File: src/rtl/loader_pkg.sv
// Shared types and constants for the CHIP-8 game loader: FSM states, RAM map and font table.
package loader_pkg;

  typedef enum logic [2:0] {
    StIdle,
    StClear,
    StFont,
    StCopy,
    StDrain,
    StDone
  } state_e;

  localparam logic [11:0] FONT_BASE  = 12'h050;
  localparam logic [11:0] PROG_BASE  = 12'h200;
  localparam logic [11:0] CLEAR_TOP  = 12'h1FF;
  localparam int unsigned FONT_BYTES = 80;

  // Glyphs 0-F, five rows each; byte 0 sits in the most significant position.
  localparam logic [639:0] FONT_ROM = {
    40'hF0_90_90_90_F0, 40'h20_60_20_20_70, 40'hF0_10_F0_80_F0, 40'hF0_10_F0_10_F0,
    40'h90_90_F0_10_10, 40'hF0_80_F0_10_F0, 40'hF0_80_F0_90_F0, 40'hF0_10_20_40_40,
    40'hF0_90_F0_90_F0, 40'hF0_90_F0_10_F0, 40'hF0_90_F0_90_90, 40'hE0_90_E0_90_E0,
    40'hF0_80_80_80_F0, 40'hE0_90_90_90_E0, 40'hF0_80_F0_80_F0, 40'hF0_80_F0_80_80
  };

  function automatic logic [7:0] font_byte(input logic [6:0] idx);
    return FONT_ROM[639 - 8 * int'(idx) -: 8];
  endfunction

endpackage

File: src/rtl/delay_line.sv
// Valid/data delay pipe matching the game ROM read latency; o_pending flags entries
// still in flight behind the output stage.
module delay_line #(
  parameter int unsigned WIDTH = 12,
  parameter int unsigned DEPTH = 2
) (
  input  logic             i_clk,
  input  logic             i_rst,
  input  logic             i_valid,
  input  logic [WIDTH-1:0] i_data,
  output logic             o_valid,
  output logic [WIDTH-1:0] o_data,
  output logic             o_pending
);

  logic [DEPTH-1:0] r_valid;
  logic [WIDTH-1:0] r_data [DEPTH];

  always_ff @(posedge i_clk) begin
    if (i_rst) begin
      r_valid <= '0;
    end else begin
      r_valid[0] <= i_valid;
      for (int i = 1; i < int'(DEPTH); i++) r_valid[i] <= r_valid[i-1];
    end
  end

  always_ff @(posedge i_clk) begin
    r_data[0] <= i_data;
    for (int i = 1; i < int'(DEPTH); i++) r_data[i] <= r_data[i-1];
  end

  always_comb begin
    o_pending = 1'b0;
    for (int i = 0; i < int'(DEPTH) - 1; i++) o_pending = o_pending | r_valid[i];
  end

  assign o_valid = r_valid[DEPTH-1];
  assign o_data  = r_data[DEPTH-1];

endmodule

File: src/rtl/game_loader.sv
// Copies a game from ROM into CHIP-8 RAM after loading the font; the low-RAM clear pass
// is built only when LOADER_CLEAR_EN is defined.
module game_loader
  import loader_pkg::*;
#(
  parameter int unsigned ROM_LATENCY = 2,
  parameter int unsigned PROG_BYTES  = 3584
) (
  input  logic        clk_in,
  input  logic        rst_in,
  input  logic        start_in,
  input  logic [3:0]  game_in,
  output logic        busy_out,
  output logic        done_out,
  output logic [15:0] rom_addr_out,
  input  logic [7:0]  rom_data_in,
  output logic [11:0] ram_addr_out,
  output logic [7:0]  ram_data_out,
  output logic        ram_we_out
);

  state_e      r_state;
  state_e      w_state_next;
  logic [3:0]  r_game;
  logic [11:0] r_cnt;
  logic        w_last;
  logic        w_pipe_valid;
  logic [11:0] w_pipe_addr;
  logic        w_pipe_pending;

  always_ff @(posedge clk_in) begin
    if (rst_in) r_state <= StIdle;
    else        r_state <= w_state_next;
  end

  always_comb begin
    unique case (r_state)
      StClear: w_last = (r_cnt == CLEAR_TOP);
      StFont:  w_last = (r_cnt == 12'(FONT_BYTES - 1));
      StCopy:  w_last = (r_cnt == 12'(PROG_BYTES - 1));
      default: w_last = 1'b0;
    endcase
  end

  always_comb begin
    w_state_next = r_state;
    case (r_state)
      StIdle: begin
        if (start_in) begin
`ifdef LOADER_CLEAR_EN
          w_state_next = StClear;
`else
          w_state_next = StFont;
`endif
        end
      end
`ifdef LOADER_CLEAR_EN
      StClear: if (w_last) w_state_next = StFont;
`endif
      StFont:  if (w_last) w_state_next = StCopy;
      StCopy:  if (w_last) w_state_next = StDrain;
      // The byte on the pipe output is written this cycle, so only later stages matter.
      StDrain: if (!w_pipe_pending) w_state_next = StDone;
      StDone:  w_state_next = StIdle;
      default: w_state_next = StIdle;
    endcase
  end

  always_ff @(posedge clk_in) begin
    if (rst_in) begin
      r_game <= '0;
      r_cnt  <= '0;
    end else begin
      if (r_state == StIdle && start_in) r_game <= game_in;
      if (w_state_next != r_state)                               r_cnt <= '0;
      else if (r_state inside {StClear, StFont, StCopy})         r_cnt <= r_cnt + 12'd1;
    end
  end

  delay_line #(
    .WIDTH (12),
    .DEPTH (ROM_LATENCY)
  ) u_pipe (
    .i_clk     (clk_in),
    .i_rst     (rst_in),
    .i_valid   (r_state == StCopy),
    .i_data    (PROG_BASE + r_cnt),
    .o_valid   (w_pipe_valid),
    .o_data    (w_pipe_addr),
    .o_pending (w_pipe_pending)
  );

  always_comb begin
    busy_out     = r_state inside {StClear, StFont, StCopy, StDrain};
    done_out     = (r_state == StDone);
    rom_addr_out = (r_state == StCopy) ? {r_game, r_cnt} : 16'h0000;
    ram_we_out   = 1'b0;
    ram_addr_out = 12'h000;
    ram_data_out = 8'h00;
    if (w_pipe_valid) begin
      ram_we_out   = 1'b1;
      ram_addr_out = w_pipe_addr;
      ram_data_out = rom_data_in;
    end else if (r_state == StFont) begin
      ram_we_out   = 1'b1;
      ram_addr_out = FONT_BASE + r_cnt;
      ram_data_out = font_byte(r_cnt[6:0]);
`ifdef LOADER_CLEAR_EN
    end else if (r_state == StClear) begin
      ram_we_out   = 1'b1;
      ram_addr_out = r_cnt;
`endif
    end
  end

endmodule

File: config.mk
export PLATFORM = sky130hd
export DESIGN_NAME = game_loader
export DESIGN_NICKNAME = d
export VERILOG_FILES = /design/src/rtl/loader_pkg.sv /design/src/rtl/delay_line.sv /design/src/rtl/game_loader.sv
export SDC_FILE = /design/constraint.sdc
export NUM_CORES = 1
export LEC_CHECK = 0
export CORE_MARGIN = 1
export CORE_UTILIZATION = 30
export CTS_BUF_LIST = sky130_fd_sc_hd__clkbuf_4
export CTS_CLUSTER_SIZE = 8
export DETAILED_ROUTE_END_ITERATION = 8
export GPL_TIMING_DRIVEN = 0
export PLACE_DENSITY = 0.6
export SLEW_MARGIN = 20
export SYNTH_ARGS = -nofsm -noshare
export SYNTH_HDL_FRONTEND = slang
export SYNTH_SLANG_ARGS = --single-unit
File: constraint.sdc
create_clock -name clk_in -period 3.4 [get_ports clk_in]
set_clock_uncertainty 0.1 [all_clocks]
set_input_delay 0.68 -clock clk_in [delete_from_list [all_inputs] [get_ports clk_in]]
set_output_delay 0.68 -clock clk_in [all_outputs]
set_load 0.03 [all_outputs]
# == After elaboration in Yosys (flattened, before gate mapping) ==
# Memory sizes are Yosys's and may differ from the RTL's.
# Cells that the tools add are included.
# op_classes
addsub,4
n_eq_ne,9
shifts,1
muxes,13
reduce_logical,5
# op_table
operator,n
$shiftx 647x11->8 const A,1
$mux 12,2
$mux 16,1
$mux 8,2
$add 10x12->12 const A,1
$add 12x1->12 const B,1
$add 7x12->12 const A,1
$eq 12x12->1 const B,1
$eq 12x7->1 const B,1
$eq 12x9->1 const B,1
$mux 3,4
$pmux 3 s4,1
$sub 10x10->11 const A,1
$eq 3x2->1 const B,2
$eq 3x3->1 const B,2
$reduce_bool 4->1,1
$eq 3x1->1 const B,1
$logic_not 3->1,1
$ne 3x3->1,1
$pmux 1 s3,1
$reduce_bool 3->1,1
$mux 1,2
$reduce_or 2->1,1
$logic_and 1x1->1,1
# word_totals
regBits,21
ramBits,24
in_bits,15
output_inout_bits,39
elab_cells,37
memories,1
# mem_list
name,words,word_bits,read_ports,rd_clocked_by_memory_dff,write_ports,line,source
u_pipe.r_data,2,12,2,0,2,delay_line.sv:17,logic [WIDTH-1:0] r_data [DEPTH];

# == Longest topological paths before layout ==
# depth
depth_word,6
mapped_depth,11
ltp_nobuf,7

# == Modules after synthesis ==
# From an unflattened synthesis, not the netlist that was laid out.
# hier_totals
cells_unflattened,318
area_unflattened_um2,2600.0
# modules_own_cells
mod,n_inst,cells_per_inst,area_per_inst_um2,seq_area_each_um2
game_loader,1,278,1976.9,380.4
delay_line,1,40,623.1,520.5

# == Worst setup path after synthesis ==
# OpenSTA, ideal clock, no wires.
# synth_path
path_kind,register to output
from,reg r_cnt[5]
to,out ram_data_out[6]
arrival_ns,2.105
t_required_ns,2.620
setup_slack_ns,0.515
stages_incl_launch_ff,9
n_path_buf,1
path_cell_list,dfxtp_1 buf_2 inv_1 ha_1 or2_2 nand2_1 nand2_1 or4_1 a31oi_1
# synth_between
elab_chain_cells,4
# synth_lines
element,line,source
start: declaration,game_loader.sv:25,logic [11:0] r_cnt;
start signal: assignment,game_loader.sv:76,"else if (r_state inside {StClear, StFont, StCopy}) r_cnt <= r_cnt + 12'd1;"
$sub 10x10->11,loader_pkg.sv:27,return FONT_ROM[639 - 8 * int'(idx) -: 8];
$shiftx 647x11->8,loader_pkg.sv:27,
$mux 8,game_loader.sv:104,end else if (r_state == StFont) begin
$mux 8,game_loader.sv:100,if (w_pipe_valid) begin
end: declaration,game_loader.sv:18,"output logic [7:0] ram_data_out,"
# No other way between the ends.

# == Worst setup path in the final report ==
# layout_path
from,reg r_cnt[4]
to,out ram_data_out[6]
# Same word-level chain as after synthesis.

==> qor.yml <==
sta:
  maxSlewViolCount: 0
  fin_ws_ns: 0.1207
  rsz0062_at_grt: "yes"
  setup_viol: 0
  post-route-min-period_ns: 3.279
  hold_viol: 0
  max_slew_margin_pct: 68.84
  holdWs_ns: 0.2297
  post-route-period-util_pct: 96.45
  max_freq_ghz: 0.3049
  tightest_slew_ns: 0.4608
hold_path:
  whs_path_depth: 0
  hold_path.class: "flip-flop to flip-flop"
place:
  preCtsSetupSlack_ns: -0.07017
  hpwlAfterDp_mm: 5.071
  port_buffers: 52
  globalplace.congestion: 0.9040
synth:
  synth_top_area_cell: "dfxtp_1"
  ys_seq_elements: 45
  synth_edf_count: 0
  yosys_warnings: 0
  synth_fa_ha_area_share_pct: 2.897
  syn_avg_cell_area_um2: 8.252
  syn-num-nets: 335
  synthTopCellsByArea: "dfxtp_1 (35%), nand2_1 (4.9%), and2_1 (4.8%), nor2_1 (4.6%), xnor2_1 (3.7%)"
  async_flop_share_pct: 0
  synth_area_um2: 2591
  synth_xor_area_share_pct: 7.436
  syn_inst: 314
  synth_top_area_share_pct: 34.77
  synth_top_family_by_area: "simple AND/OR/NAND/NOR gates"
  synth_cell_types: 59
  yosysSeqAreaShare_pct: 34.77
  synth_ff_type: "dfxtp_1"
  yosys.area_share.simple_pct: 28.30
  muxShareOfSynthArea_pct: 3.139
  synth_compound_area_share_pct: 17.14
setup_path:
  startpoint_type: "flip-flop"
  reg2reg_setup_slack_ns: 0.54
  worstRegToRegCells: 10
  endpoint_kind: "output port"
  cp_max_fo: 9
  crit_type: "flip-flop to output port"
  cp.arrival_ns: 2.50
  cp.required_ns: 2.62
flow_run:
  maxCapViolCount: 0
clock_network:
  htreeDepth: 2
  hold_buffers: 0
  post_cts_resized: 13
  post_cts_buffers: 0
  clk_pin_slew_ns: 0.14
  clockBufferDepth: 2
  clockRootBuffer: "clkbuf_4"
  cts_tree: "done"
  clock-sinks: 45
  clkLatencyLatePin_ns: 0.36
  cts_buffers: 5
run_status:
  status: "complete, no violations"
die:
  die_w_um: 94.94
  die_area_um2: 9013
  rows: 33
  core_um2: 8299
  die_h_um: 94.94
  io_pins: 54
  start_util_pct: 31.22
global_route:
  grt_max_degree: 15
  grtUsageTotal_pct: 15.96
  grt_pass1_vias: 2272
  antenna_found_initial: 0
  grt_overflow_total: 0
  grt_pass1_wl_mm: 11.02
power_and_ir_drop:
  p_leak_nw: 1.281
  p_per_area_nw_per_um2: 282.0
  ir_drop_mv: 0.1447
  p_total_uw: 933.6
cells_and_area:
  areaGrowthSynthToFinish_pct: 27.76
  layout.nets: 393
  num_antenna_cells: 0
  drive_above_1_share_pct: 12.87
  fin_util_pct: 39.89
  fillers: 848
route:
  ant_nets: 0
  drt_iter0_markers: 202
  via_count: 2414
  wl_per_cell_um: 14.35
  post_drt_via_cell_ratio: 5.050
  wl_mm: 6.858
  dr.pass1.iters: 5
  drc: 0
## power breakdown
| part | leakage (nW) | switching (mW) | internal, mW |
|---|---|---|---|
| combinational | 0.888 | 0.0691 | 0.0536 |
| sequential | 0.365 | 0.00383 | 0.535 |
| clock | 0.0279 | 0.183 | 0.0891 |
## cells in the final DEF, fill, tap and decap left out, types with 3 or more instances in the layout
cell type | synthesis | layout
clkdlybuf4s50_1 | 0 | 48
dfxtp_1 | 45 | 43
nand2_1 | 34 | 34
nor2_1 | 32 | 32
and2_1 | 20 | 20
a21oi_1 | 14 | 13
o21ai_0 | 13 | 13
buf_2 | 11 | 11
xnor2_1 | 11 | 11
xor2_1 | 11 | 11
nand3_1 | 8 | 8
nand2b_1 | 8 | 8
mux2i_1 | 7 | 7
inv_1 | 6 | 6
a22o_1 | 6 | 6
buf_4 | 4 | 6
nor2b_1 | 6 | 6
ha_1 | 6 | 6
clkbuf_4 | 0 | 6
clkbuf_2 | 0 | 5
o31ai_1 | 4 | 4
nand4_1 | 4 | 4
a31oi_1 | 3 | 3
nor3b_1 | 3 | 3
nor3_1 | 4 | 3
and3_1 | 3 | 3
## synth_stat cells, types with 6 or more instances
cell type / count
ha_1: 6
a21oi_1: 14
clkbuf_1: 6
inv_1: 6
nor2b_1: 6
a22o_1: 6
nor2_1: 32
mux2i_1: 7
nand3_1: 8
nand2b_1: 8
o21ai_0: 13
and2_1: 20
buf_2: 11
xor2_1: 11
nand2_1: 34
xnor2_1: 11
dfxtp_1: 45
## metrics by stage
stage               instances  setup TNS, ns  area (um^2)
finish                    478              0         3311
global route              478       -0.01031         3311
CTS                       479        -0.1534         3314
detailed placement        471       -0.07430         3243
global placement          471       -0.06904         3243
floorplan                 314              0         2591
## logic make-up after synthesis
group / count (synthesis)
simple gates: 137
xor+xnor: 22
flops: 45
compound gates: 64
mux: 8
fa+ha+maj: 6
buf+inv: 32
## worst max-delay path, stage by stage (launching register included)
cell and delay, ns:
dfxtp_2 0.48, inv_2 0.10, ha_1 0.27, or2_2 0.32
nand2_1 0.07, nand2_1 0.11, or4_1 0.46, a31oi_1 0.15
buf_4 0.18
## final cells by class
class                      count  area [um^2]  share of cell area (%)
multi-input combinational    237         1541                   46.56
sequential                    45        903.4                   27.29
timing repair buffer          52        506.7                   15.31
buffer                        24        141.4                   4.271
tap                          105        131.4                   3.968
clock buffer                   6        45.04                   1.361
inverter                       7        26.28                  0.7936
clock inverter                 2        15.01                  0.4535
## sequential cells by signal, summed over array words and instances, names as in the netlist
signal	cells
r_cnt	12
r_game	4
r_state	3
u_pipe.r_data	24
u_pipe.r_valid	2
## layer usage
layer | global-route usage [%] | share of wire [%]
met3 | 3.301 | 5.2
met1 | 20.28 | 46
met2 | 25.54 | 46
met5 | 0 | 0
met4 | 7.828 | 2.4
## worst paths after layout
path / end / start
worst min-delay path: u_pipe.r_data[0][22] / u_pipe.r_data[0][10]
worst max-delay path: ram_data_out[6] / r_cnt[4]
worst min register to register: u_pipe.r_data[0][22] / u_pipe.r_data[0][10]
worst max register to register: r_cnt[7] / r_state[1]
(Power assumes the default switching activity.)
